--- config.mk ---
export PLATFORM = sky130hd
export DESIGN_NAME = ibuf_pp_writer
export DESIGN_NICKNAME = d
export VERILOG_FILES = /design/src/rtl/ibuf_pkg.sv /design/src/rtl/ibuf_pp_writer.sv
export SDC_FILE = /design/constraint.sdc
export NUM_CORES = 1
export LEC_CHECK = 0
export CAP_MARGIN = 20
export CORE_ASPECT_RATIO = 0.7
export CORE_UTILIZATION = 52
export CTS_CLUSTER_DIAMETER = 150
export DETAILED_ROUTE_END_ITERATION = 6
export GPL_ROUTABILITY_DRIVEN = 0
export PLACE_DENSITY_LB_ADDON = 0.05
export SYNTH_ARGS = -nofsm -noshare
export SYNTH_HDL_FRONTEND = slang
export SYNTH_SLANG_ARGS = --single-unit
--- constraint.sdc ---
create_clock -name clk -period 3.4 [get_ports clk]
set_input_delay 0.68 -clock clk [delete_from_list [all_inputs] [get_ports clk]]
set_output_delay 0.68 -clock clk [all_outputs]
set_load 0.01 [all_outputs]
--- src/rtl/ibuf_pkg.sv ---
// -----------------------------------------------------------------------------
// ibuf_pkg
// Shared definitions for the ping-pong input frame buffer writer.
//   ibuf_state_e : writer FSM state encoding
//   NUM_BANKS    : number of frame banks (two, ping-pong)
//   BANK0/BANK1  : bank index constants
//   bank_mask()  : one-hot bank flag mask for a bank index
// -----------------------------------------------------------------------------
package ibuf_pkg;

    // IDLE     : no free bank, upstream stalled
    // WAIT_SOF : a bank is free, beats are dropped until a start-of-frame
    // FILL     : a frame is being written into the current bank
    typedef enum logic [1:0] {
        ST_IDLE     = 2'b00,
        ST_WAIT_SOF = 2'b01,
        ST_FILL     = 2'b10
    } ibuf_state_e;

    localparam int   NUM_BANKS = 2;
    localparam logic BANK0     = 1'b0;
    localparam logic BANK1     = 1'b1;

    // One-hot mask selecting the bank_full bit that belongs to a bank index.
    function automatic logic [NUM_BANKS-1:0] bank_mask(input logic bank);
        logic [NUM_BANKS-1:0] mask;
        if (bank == BANK1) begin
            mask = 2'b10;
        end else begin
            mask = 2'b01;
        end
        return mask;
    endfunction

endpackage

--- src/rtl/ibuf_pp_writer.sv ---
// -----------------------------------------------------------------------------
// ibuf_pp_writer
// Writes an incoming pixel stream into a two-bank (ping-pong) frame buffer.
// A frame is only started on a beat flagged s_sof, and only while the bank
// about to be written is not still held by the consumer. A completed bank is
// flagged in bank_full until the consumer releases it with bank_rel.
//
// Parameters
//   WD : pixel width in bits
//   W  : pixels per line
//   H  : lines per frame
//   WA : buffer address width (covers both banks)
//
// Ports
//   clk        in   clock, rising edge
//   rstn       in   asynchronous active-low reset
//   s_valid    in   upstream pixel valid
//   s_ready    out  writer can accept a beat (WAIT_SOF or FILL)
//   s_data     in   pixel value
//   s_sof      in   first pixel of a frame
//   mem_cs     out  buffer chip select (registered)
//   mem_we     out  buffer write enable (registered)
//   mem_addr   out  buffer address = bank*W*H + pixel index (registered)
//   mem_din    out  buffer write data (registered)
//   bank_full  out  per-bank "frame ready for consumer" flags
//   bank_rel   in   per-bank one-cycle release pulse from the consumer
//   frame_done out  one-cycle pulse when a bank completes
//   done_bank  out  bank index that completed, valid with frame_done
//   sof_err    out  one-cycle pulse when s_sof arrives mid-frame
// -----------------------------------------------------------------------------
module ibuf_pp_writer
    import ibuf_pkg::*;
#(
    parameter int WD = 8,
    parameter int W  = 256,
    parameter int H  = 256,
    parameter int WA = $clog2(W*H*2)
) (
    input  logic                 clk,
    input  logic                 rstn,
    input  logic                 s_valid,
    output logic                 s_ready,
    input  logic [WD-1:0]        s_data,
    input  logic                 s_sof,
    output logic                 mem_cs,
    output logic                 mem_we,
    output logic [WA-1:0]        mem_addr,
    output logic [WD-1:0]        mem_din,
    output logic [NUM_BANKS-1:0] bank_full,
    input  logic [NUM_BANKS-1:0] bank_rel,
    output logic                 frame_done,
    output logic                 done_bank,
    output logic                 sof_err
);

    localparam int             NPIX      = W * H;
    localparam int             IW        = (NPIX > 1) ? $clog2(NPIX) : 1;
    localparam logic [IW-1:0]  LAST_IDX  = IW'(NPIX - 1);
    localparam logic [WA-1:0]  BANK_SIZE = WA'(NPIX);

    // ------------------------------------------------------------------
    // State and registered outputs
    // ------------------------------------------------------------------
    ibuf_state_e          state_r;
    logic                 wr_bank_r;
    logic [IW-1:0]        pix_idx_r;
    logic [NUM_BANKS-1:0] bank_full_r;
    logic                 s_ready_r;
    logic                 mem_cs_r;
    logic                 mem_we_r;
    logic [WA-1:0]        mem_addr_r;
    logic [WD-1:0]        mem_din_r;
    logic                 frame_done_r;
    logic                 done_bank_r;
    logic                 sof_err_r;

    // ------------------------------------------------------------------
    // Next-state decode
    // ------------------------------------------------------------------
    logic                 accept_s;
    logic                 write_s;
    logic                 sof_err_s;
    logic                 last_s;
    logic [IW-1:0]        wr_idx_s;
    logic [NUM_BANKS-1:0] set_mask_s;
    logic [NUM_BANKS-1:0] bank_full_nxt_s;
    logic                 other_bank_s;
    ibuf_state_e          post_frame_s;
    ibuf_state_e          state_nxt_s;
    logic [IW-1:0]        pix_idx_nxt_s;
    logic                 wr_bank_nxt_s;
    logic [WA-1:0]        wr_addr_s;

    assign accept_s     = s_valid & s_ready_r;
    assign other_bank_s = ~wr_bank_r;

    // Decide whether the accepted beat is written, and at which pixel index.
    always_comb begin
        write_s   = 1'b0;
        sof_err_s = 1'b0;
        wr_idx_s  = pix_idx_r;
        case (state_r)
            ST_WAIT_SOF: begin
                // Beats before the first s_sof are accepted but dropped.
                if (accept_s && s_sof) begin
                    write_s  = 1'b1;
                    wr_idx_s = '0;
                end else begin
                    write_s  = 1'b0;
                    wr_idx_s = pix_idx_r;
                end
            end
            ST_FILL: begin
                if (accept_s) begin
                    write_s = 1'b1;
                    if (s_sof) begin
                        // A new frame start resynchronises to index 0; it is
                        // only an error if it cut a frame short.
                        wr_idx_s  = '0;
                        sof_err_s = (pix_idx_r != '0);
                    end else begin
                        wr_idx_s  = pix_idx_r;
                        sof_err_s = 1'b0;
                    end
                end else begin
                    write_s  = 1'b0;
                    wr_idx_s = pix_idx_r;
                end
            end
            default: begin
                write_s   = 1'b0;
                sof_err_s = 1'b0;
                wr_idx_s  = pix_idx_r;
            end
        endcase
    end

    // Frame completion, bank flag update and write address.
    always_comb begin
        last_s = write_s && (wr_idx_s == LAST_IDX);
        if (last_s) begin
            set_mask_s = bank_mask(wr_bank_r);
        end else begin
            set_mask_s = '0;
        end
        // Release of a clear flag is harmless: clearing a zero bit is a no-op.
        // The bank being filled is never full, so set and release never collide.
        bank_full_nxt_s = (bank_full_r & ~bank_rel) | set_mask_s;

        if (wr_bank_r == BANK1) begin
            wr_addr_s = BANK_SIZE + WA'(wr_idx_s);
        end else begin
            wr_addr_s = WA'(wr_idx_s);
        end

        if (write_s) begin
            if (last_s) begin
                pix_idx_nxt_s = '0;
            end else begin
                pix_idx_nxt_s = wr_idx_s + IW'(1);
            end
        end else begin
            pix_idx_nxt_s = pix_idx_r;
        end

        if (last_s) begin
            wr_bank_nxt_s = other_bank_s;
        end else begin
            wr_bank_nxt_s = wr_bank_r;
        end

        // After a frame the next bank may be free already, including a
        // release arriving in the completion cycle itself.
        if (bank_full_nxt_s[other_bank_s]) begin
            post_frame_s = ST_IDLE;
        end else begin
            post_frame_s = ST_WAIT_SOF;
        end
    end

    // FSM next-state selection.
    always_comb begin
        state_nxt_s = state_r;
        case (state_r)
            ST_IDLE: begin
                // Uses the registered flag, so exit happens the cycle after it clears.
                if (bank_full_r[wr_bank_r]) begin
                    state_nxt_s = ST_IDLE;
                end else begin
                    state_nxt_s = ST_WAIT_SOF;
                end
            end
            ST_WAIT_SOF: begin
                if (last_s) begin
                    state_nxt_s = post_frame_s;
                end else if (write_s) begin
                    state_nxt_s = ST_FILL;
                end else begin
                    state_nxt_s = ST_WAIT_SOF;
                end
            end
            ST_FILL: begin
                if (last_s) begin
                    state_nxt_s = post_frame_s;
                end else begin
                    state_nxt_s = ST_FILL;
                end
            end
            default: begin
                state_nxt_s = ST_WAIT_SOF;
            end
        endcase
    end

    // FSM state, frame bookkeeping and all registered outputs.
    always_ff @(posedge clk or negedge rstn) begin
        if (!rstn) begin
            state_r      <= ST_WAIT_SOF;
            wr_bank_r    <= BANK0;
            pix_idx_r    <= '0;
            bank_full_r  <= 2'b00;
            s_ready_r    <= 1'b1;
            mem_cs_r     <= 1'b0;
            mem_we_r     <= 1'b0;
            mem_addr_r   <= '0;
            mem_din_r    <= '0;
            frame_done_r <= 1'b0;
            done_bank_r  <= BANK0;
            sof_err_r    <= 1'b0;
        end else begin
            state_r      <= state_nxt_s;
            wr_bank_r    <= wr_bank_nxt_s;
            pix_idx_r    <= pix_idx_nxt_s;
            bank_full_r  <= bank_full_nxt_s;
            s_ready_r    <= (state_nxt_s != ST_IDLE);
            mem_cs_r     <= write_s;
            mem_we_r     <= write_s;
            frame_done_r <= last_s;
            sof_err_r    <= sof_err_s;
            if (write_s) begin
                mem_addr_r <= wr_addr_s;
                mem_din_r  <= s_data;
            end else begin
                mem_addr_r <= mem_addr_r;
                mem_din_r  <= mem_din_r;
            end
            if (last_s) begin
                done_bank_r <= wr_bank_r;
            end else begin
                done_bank_r <= done_bank_r;
            end
        end
    end

    assign s_ready    = s_ready_r;
    assign mem_cs     = mem_cs_r;
    assign mem_we     = mem_we_r;
    assign mem_addr   = mem_addr_r;
    assign mem_din    = mem_din_r;
    assign bank_full  = bank_full_r;
    assign frame_done = frame_done_r;
    assign done_bank  = done_bank_r;
    assign sof_err    = sof_err_r;

endmodule
* After elaboration in Yosys (flattened, before gate mapping) *
Cells that the tools add are included.

word-level totals
  flip-flop bits (word level) = 51
  output and inout port bits = 33

operators by class
  add/subtract/negate cells = 2
  order comparisons = 2
  eq/ne operators = 3
  multiplexer cells = 24
  bitwise gates (word level) = 5
  reductions and logical operators = 5

operator list
  cell                      number
  $mux W16                  4
  $pmux W16 S2              1
  $add A17 B16 Y17 const A  1
  $mux W17                  1
  $add A16 B1 Y16 const B   1
  $eq A16 B16 Y1 const B    1
  $reduce_bool A16 Y1       1
  $mux W1                   11
  $mux W2                   5
  $pmux W2 S3               1
  $lt A1 B2 Y1 const B      2
  $and A2 B2 Y2             1
  $eq A2 B1 Y1 const B      1
  $eq A2 B2 Y1 const B      1
  $logic_and A1 B1 Y1       2
  $logic_not A2 Y1          1
  $not A2 Y2                1
  $or A2 B2 Y2              1
  $pmux W1 S2               1
  $reduce_bool A2 Y1        1
  $and A1 B1 Y1             1
  $not A1 Y1                1

* Logic depth before layout (Yosys ltp) *
Gate-level depths: netlist (run 1).

  word-level depth = 14
  depth in mapped cells = 14
  gate-level depth less buffers = 11

* Worst setup path before layout (run 1) *
Ideal clock, no wire load.

  path type = in2reg
  from = input s_sof
  to = register done_bank_r, in the netlist done_bank
  library setup time = 0.127 ns
  arrival time = 2.739 ns
  required time = 3.273 ns
  path slack = 0.533 ns
  stages on the path = 11
  path buffers = 3
  path through = and3_1 o21ai_1 buf_2 and2_1 ha_1 and3_4 nor2b_4 buf_6 and4_4 buf_6 mux2_1

between the ends
  cells in the longest elaborated chain, start to end = 5
  elaborated cells on any way between the ends = 9
  classes of those cells = eq/ne (1); mux (6); reduce/logical (2)

ends and longest elaborated chain
  item                                                    line                                          RTL
  start, declared                                         ibuf_pp_writer.sv:44                          input logic s_sof,
  $mux W16 / $logic_and A1 B1 Y1 (equally long branches)  ibuf_pp_writer.sv:116, ibuf_pp_writer.sv:105
  $mux W16 (on tied branches)                             ibuf_pp_writer.sv:114, ibuf_pp_writer.sv:105
  $pmux W16 S2                                            ibuf_pp_writer.sv:102                         case (state_r)
  $eq A16 B16 Y1                                          ibuf_pp_writer.sv:140                         last_s = write_s && (wr_idx_s == LAST_IDX);
  $logic_and A1 B1 Y1 (*)                                 ibuf_pp_writer.sv:140
  end signal, assigned                                    ibuf_pp_writer.sv:248                         done_bank_r <= wr_bank_r;
  end signal, assigned                                    ibuf_pp_writer.sv:250                         done_bank_r <= done_bank_r;
  end, declared                                           ibuf_pp_writer.sv:74                          logic done_bank_r;

Every way passes the cells marked *; elsewhere a longest branch is shown, timed or not.
A chain may end at the register's enable or synchronous reset.

* Final worst setup path (run 1) *
Same ends and word-level chain as after synthesis.

==> impl_metrics.yaml, run 1 <==
status:
  status: "finished with violations"
  violations: "design-rule violations"
worst_setup_path:
  worst-setup-path-type: "input port to flip-flop"
  path_max_fanout: 9
  worstPathRequired_ns: 3.59
  r2r_end: "done_bank$_DFFE_PN0N_"
  ff2ff_setup_slack_ns: 0.64
  r2r_start: "state_r[0]$_DFF_PN1_"
  crit_path_start_kind: "input port"
  critical-path-max-stage-delay_ns: 0.43
  worstPathCellList: "clkdlybuf4s50_1 > and3_1 > o21ai_1 > and2_1 > ha_1 > and3_4 > nor2b_4 > and4_4 > mux2_1"
  r2r_cells: 9
  cp-end-kind: "flip-flop"
  cp_slowest_cell: "clkdlybuf4s50_1"
  arrival_ns: 3.11
floorplanning:
  die_y_um: 59.7
  die_w_um: 84.4
  rows: 20
  start_util_pct: 55.5
  ios: 47
  coreArea_um2: 4450
  dieArea_um2: 5040
clock_network:
  h-tree-depth: 2
  post_cts.repair.setup_buffers: 0
  cts_buffers: 5
  cts_max_path_buffers: 2
  ctsResizeCount: 0
  path_clk_slew_ns: 0.09
  clk_latency_ns: 0.30
  cts-root-buf: "clkbuf_8"
  clock-sinks: 51
  postCtsHoldBufs: 0
  cts_tree: "done"
timing:
  fin_ws_ns: 0.487
  relSlewSlack_pct: 47.8
  finalMaxSlewViolations: 0
  finalCritPeriodShare_pct: 85.7
  clock_skew_ns: 0.00280
  setup_viol: 0
  worst_slew_pin_slew_ns: 0.783
  final_hold_viol_count: 0
  fmax_mhz: 343
  rsz0062_at_grt: "no"
  tns_ns: 0
  fin_crit_ns: 2.91
routing:
  dr.pass1.iters: 6
  initialDrtViolationCount: 182
  vias: 1931
  avgRoutedWirePerCell_um: 15.8
  ant_nets: 0
  wl_um: 5220
  route.detailed.drc: 4
  post_drt_via_cell_ratio: 5.83
cells_and_area:
  syn_to_final_growth_pct: 23.2
  drive_gt1_share_pct: 12.0
  fillers: 359
  diodes: 0
  fin_nets: 294
placed_design:
  dp_slack_ns: 0.161
  hpwl_um: 3670
  io_buffers: 46
power:
  ir_worst_vdd_mv: 0.486
  p_leak_nw: 1.41
  power_density_nw_per_um2: 631
synth:
  yosysSeqAreaShare_pct: 51.7
  synth_ff_type: "dfrtp_1"
  synth_cells: 234
  netlist_area_um2: 2470
  async_reset_ff_share_pct: 100
  synth_edf_count: 0
  syn_nets: 253
  ys_seq_elements: 51
  synth_cell_types: 53
  synth.avg_cell_area_um2: 10.6
  ys_warn_count: 0
global_route:
  grt.total_usage_pct: 23.4
  antenna_found_initial: 1
  grt_max_degree: 36
  overflow: 0
  first_global_vias: 1819
  grt_pass1_wl_um: 9000
job:
  max_cap_violations: 0
min_path:
  hp-class: "input port to async pin"
## worst max-delay path by stage
stage / startpoint / end / slack [ns] / cells after the start
6_report: s_sof / done_bank$_DFFE_PN0N_ / 0.49 / 9
5_1_grt: s_sof / done_bank$_DFFE_PN0N_ / 0.29 / 9
4_1_cts: s_sof / done_bank$_DFFE_PN0N_ / 0.49 / 9
3_5_place_dp: s_sof / done_bank$_DFFE_PN0N_ / 0.16 / 9
3_3_place_gp: s_sof / done_bank$_DFFE_PN0N_ / 0.27 / 9
2_1_floorplan: s_sof / done_bank$_DFFE_PN0N_ / 0.53 / 11
## sequential cells by signal, summed over array words and instances (netlist names)
name        cells
state_r         2
frame_done      1
wr_bank_r       1
pix_idx_r      16
mem_addr       17
sof_err         1
s_ready         1
done_bank       1
mem_we          1
bank_full       2
mem_din         8
## final cells by class
cell class	instances	area, um2	area share, %
sequential	51	1280	42.0
multi-input combinational	160	1070	35.0
timing repair buffer	51	505	16.6
clock buffer	7	96.3	3.16
tap	55	68.8	2.26
inverter	6	22.5	0.740
clock inverter	1	7.51	0.247
## placed cells by master (no fill, tap or decap), types with 3 or more instances in the layout
cell type / instances
dfrtp_1: 49
clkbuf_8: 7
buf_4: 4
ha_1: 5
a21oi_1: 8
nor2_1: 4
a31oi_1: 9
a22o_1: 15
nand2_1: 40
nor4_1: 4
inv_1: 5
o21ai_0: 9
clkdlybuf4s50_1: 45
a21o_1: 3
and2_1: 4
nand3_1: 9
nand4_1: 6
and3_1: 5
## synth_stat cells, types with 3 or more instances
cell type,n,area share (%)
a21o_1,3,0.91
ha_1,5,2.5
a22o_1,15,5.3
nand3_1,9,1.8
nor4_1,4,1.0
inv_1,5,0.76
buf_2,3,0.61
a21oi_1,8,1.6
nand4_1,6,1.5
buf_6,3,1.4
and2_1,4,1.0
dfrtp_1,49,50
nand2_1,40,6.1
nor2_1,4,0.61
o21ai_0,9,1.8
clkbuf_1,7,1.1
buf_4,4,1.2
a31oi_1,9,2.3
and3_1,5,1.3
## metrics by stage
step / util (%) / hold WS [ns] / instance area (um2) / std cells / power [mW]
4_1_cts: 68.4 / 0.466 / 3050 / 331 / 1.93
5_1_grt: 68.4 / 0.489 / 3050 / 331 / 2.05
3_3_place_gp: 66.0 / 0.458 / 2940 / 323 / 1.54
6_report: 68.4 / 0.447 / 3050 / 331 / 1.92
3_5_place_dp: 66.0 / 0.464 / 2940 / 323 / 1.54
2_1_floorplan: - / 0.384 / 2470 / 234 / 1.25
## power by group
part	total [mW]	internal, mW	switching (mW)
combinational	0.732	0.346	0.385
clock	0.382	0.185	0.197
sequential	0.807	0.717	0.0896
total	1.92	1.25	0.672
## critical path: cells and delay by family
family	cells	cell delay, ns
adders and majority gates	1	0.27
AOI/OAI and AO/OA	1	0.21
and+or+nand+nor	5	1.19
buffers and inverters	1	0.43
muxes	1	0.32
## per-layer routing
layer / track usage (%) / wire length [um] / vias to the layer above / part of all wire [%]
met2: 32.7 / 2150 / 59 / 41
met1: 37.0 / 2750 / 930 / 53
met4: 4.12 / 21 / 0 / 0.40
met5: 0 / 0 / - / 0
li1: - / - / 938 / -
met3: 6.08 / 299 / 4 / 5.7
## cells by family after synthesis
| group | share of synthesized area [%] |
|---|---|
| flip-flops | 51.7 |
| adder cells (fa/ha/maj) | 2.53 |
| multiplexers | 2.18 |
| AO/OA/AOI/OAI | 16.5 |
| AND/OR/NAND/NOR | 21.6 |
| XOR/XNOR | 0.354 |
| buffers and inverters | 5.16 |
Power figures use the tool's default switching activity.
==> inputs of run 2 (changes only) <==
--- a/config.mk
+++ b/config.mk
@@ -9,6 +9,7 @@
 export CORE_ASPECT_RATIO = 0.7
 export CORE_UTILIZATION = 52
 export CTS_CLUSTER_DIAMETER = 150
+export CTS_CLUSTER_SIZE = 14
 export DETAILED_ROUTE_END_ITERATION = 6
 export GPL_ROUTABILITY_DRIVEN = 0
 export PLACE_DENSITY_LB_ADDON = 0.05
==> results of run 2 <==
The final DEF is identical to that of run 1; final timing and power are the same.
==> inputs of run 3 (changes only) <==
--- a/config.mk
+++ b/config.mk
@@ -9,9 +9,9 @@
 export CORE_ASPECT_RATIO = 0.7
 export CORE_UTILIZATION = 52
 export CTS_CLUSTER_DIAMETER = 150
-export CTS_CLUSTER_SIZE = 14
 export DETAILED_ROUTE_END_ITERATION = 6
 export GPL_ROUTABILITY_DRIVEN = 0
+export GPL_TIMING_DRIVEN = 0
 export PLACE_DENSITY_LB_ADDON = 0.05
 export SYNTH_ARGS = -nofsm -noshare
 export SYNTH_HDL_FRONTEND = slang
==> impl_metrics.yaml, run 3 (synthesis gave the netlist of run 1 again) <==
placed_design:
  dp_slack_ns: -0.324
  hpwl_um: 3940
  io_buffers: 46
  numPlacedInstances: 336
timing:
  rsz0062_at_grt: "no"
  finalCritPeriodShare_pct: 96.1
  final_hold_viol_count: 0
  finalMaxSlewViolations: 0
  fin_crit_ns: 3.27
  setup_viol: 0
  tns_ns: 0
  fmax_mhz: 306
  clock_skew_ns: 0.00733
  fin_ws_ns: 0.134
  worst_slew_pin_slew_ns: 0.554
  relSlewSlack_pct: 63.1
floorplanning:
  coreArea_um2: 4450
  die_w_um: 84.4
  start_util_pct: 55.5
  dieArea_um2: 5040
  die_y_um: 59.7
  ios: 47
  rows: 20
cells_and_area:
  instances_no_fill: 344
  register_area_um2: 1280
  fillers: 344
  fin_nets: 307
  layout_common_cells: "dfrtp_1, clkdlybuf4s50_1, nand2_1"
  largest_reg_flops: 17
  drive_gt1_share_pct: 13.8
  diodes: 0
  final_common_cell: "dfrtp_1"
  syn_to_final_growth_pct: 26.2
  multiInputGateArea_um2: 1070
clock_network:
  cts-root-buf: "clkbuf_8"
  clk_latency_ns: 0.30
  clock-sinks: 51
  cts_buffers: 5
  path_clk_slew_ns: 0.09
  h-tree-depth: 2
  cts_max_path_buffers: 2
  cts_tree: "done"
status:
  violations: "design-rule violations"
  status: "finished with violations"
global_route:
  antenna_found_initial: 0
  grt_max_degree: 34
  grt.total_usage_pct: 23.3
  first_global_vias: 1819
  overflow: 0
  grt_pass1_wl_um: 8800
min_path:
  hp-class: "input port to async pin"
routing:
  dr.pass1.iters: 7
  route.detailed.drc: 5
  post_drt_via_cell_ratio: 5.91
  avgRoutedWirePerCell_um: 15.8
  initialDrtViolationCount: 211
  wl_um: 5450
  ant_nets: 0
  vias: 2034
worst_setup_path:
  cp_slowest_cell: "clkdlybuf4s50_1"
  crit_path_start_kind: "input port"
  r2r_start: "state_r[0]$_DFF_PN1_"
  worstPathCellList: "clkdlybuf4s50_1 > and3_1 > o21ai_2 > clkbuf_4 > and2_1 > ha_2 > and3_4 > nor2b_4 > buf_6 > and4_4 > buf_6 > mux2_1"
  cp.buffers_inverters: 4
  ff2ff_setup_slack_ns: 0.33
  r2r_end: "done_bank$_DFFE_PN0N_"
  critical-path-max-stage-delay_ns: 0.42
  arrival_ns: 3.46
  path_max_fanout: 10
  r2r_cells: 12
  worstPathRequired_ns: 3.59
  worst-setup-path-type: "input port to flip-flop"
  crit_top_cell: "buf_6"
  cp_top_family: "simple AND/OR/NAND/NOR gates"
  cp-end-kind: "flip-flop"
power:
  ir_worst_vdd_mv: 0.432
  power_density_nw_per_um2: 624
  p_leak_nw: 1.45
job:
  max_cap_violations: 0
run 3: cell type report:
type / count / share of cell area [%]
plain buffers: 17 / 3.45
clock inverters: 1 / 0.281
repair buffers: 47 / 15.2
multi-input cells: 160 / 34.4
well taps: 55 / 2.21
flip-flops and latches: 51 / 41.0
inverters: 6 / 0.722
clock buffers: 7 / 2.77
run 3: repair_timing:
| item | CTS | global route |
|---|---|---|
| gates resized for setup | 1 | 2 |
| hold buffers | 0 | 0 |
| buffers inserted | 0 | 0 |
| cloned | 0 | 0 |
| setup endpoints to repair | 1 | 1 |
run 3: worst max-delay path by stage:
stage               start                     to  slack (ns)  cells after the start
floorplan           s_sof  done_bank$_DFFE_PN0N_        0.53                     11
global placement    s_sof  done_bank$_DFFE_PN0N_       -0.28                     12
detailed placement  s_sof  done_bank$_DFFE_PN0N_       -0.32                     12
CTS                 s_sof  done_bank$_DFFE_PN0N_        0.12                     12
global route        s_sof  done_bank$_DFFE_PN0N_        0.02                     12
finish              s_sof  done_bank$_DFFE_PN0N_        0.13                     12
run 3: layer usage:
metal,vias to the layer above,track usage [%],wire (um)
met5,-,0,0
met3,5,5.11,411
met1,984,35.3,2660
met2,89,33.5,2340
met4,0,7.02,32
li1,956,-,-
run 3: metrics by stage:
step	hold slack (ns)	utilization, %	power [mW]	area, um2
4_1_cts	0.321	69.9	1.94	3120
3_3_place_gp	0.458	67.4	1.55	3000
3_5_place_dp	0.462	67.7	1.57	3020
6_report	0.307	70.1	1.95	3120
2_1_floorplan	0.384	-	1.25	2470
5_1_grt	0.340	70.1	2.06	3120
run 3: where the power goes:
| group | switching (mW) | internal, mW | total [mW] | leakage, nW |
|---|---|---|---|---|
| Combinational | 0.437 | 0.363 | 0.800 | 0.728 |
| Clock | 0.196 | 0.167 | 0.363 | 0.0484 |
| Sequential | 0.0679 | 0.717 | 0.785 | 0.674 |
| Total | 0.701 | 1.25 | 1.95 | 1.45 |
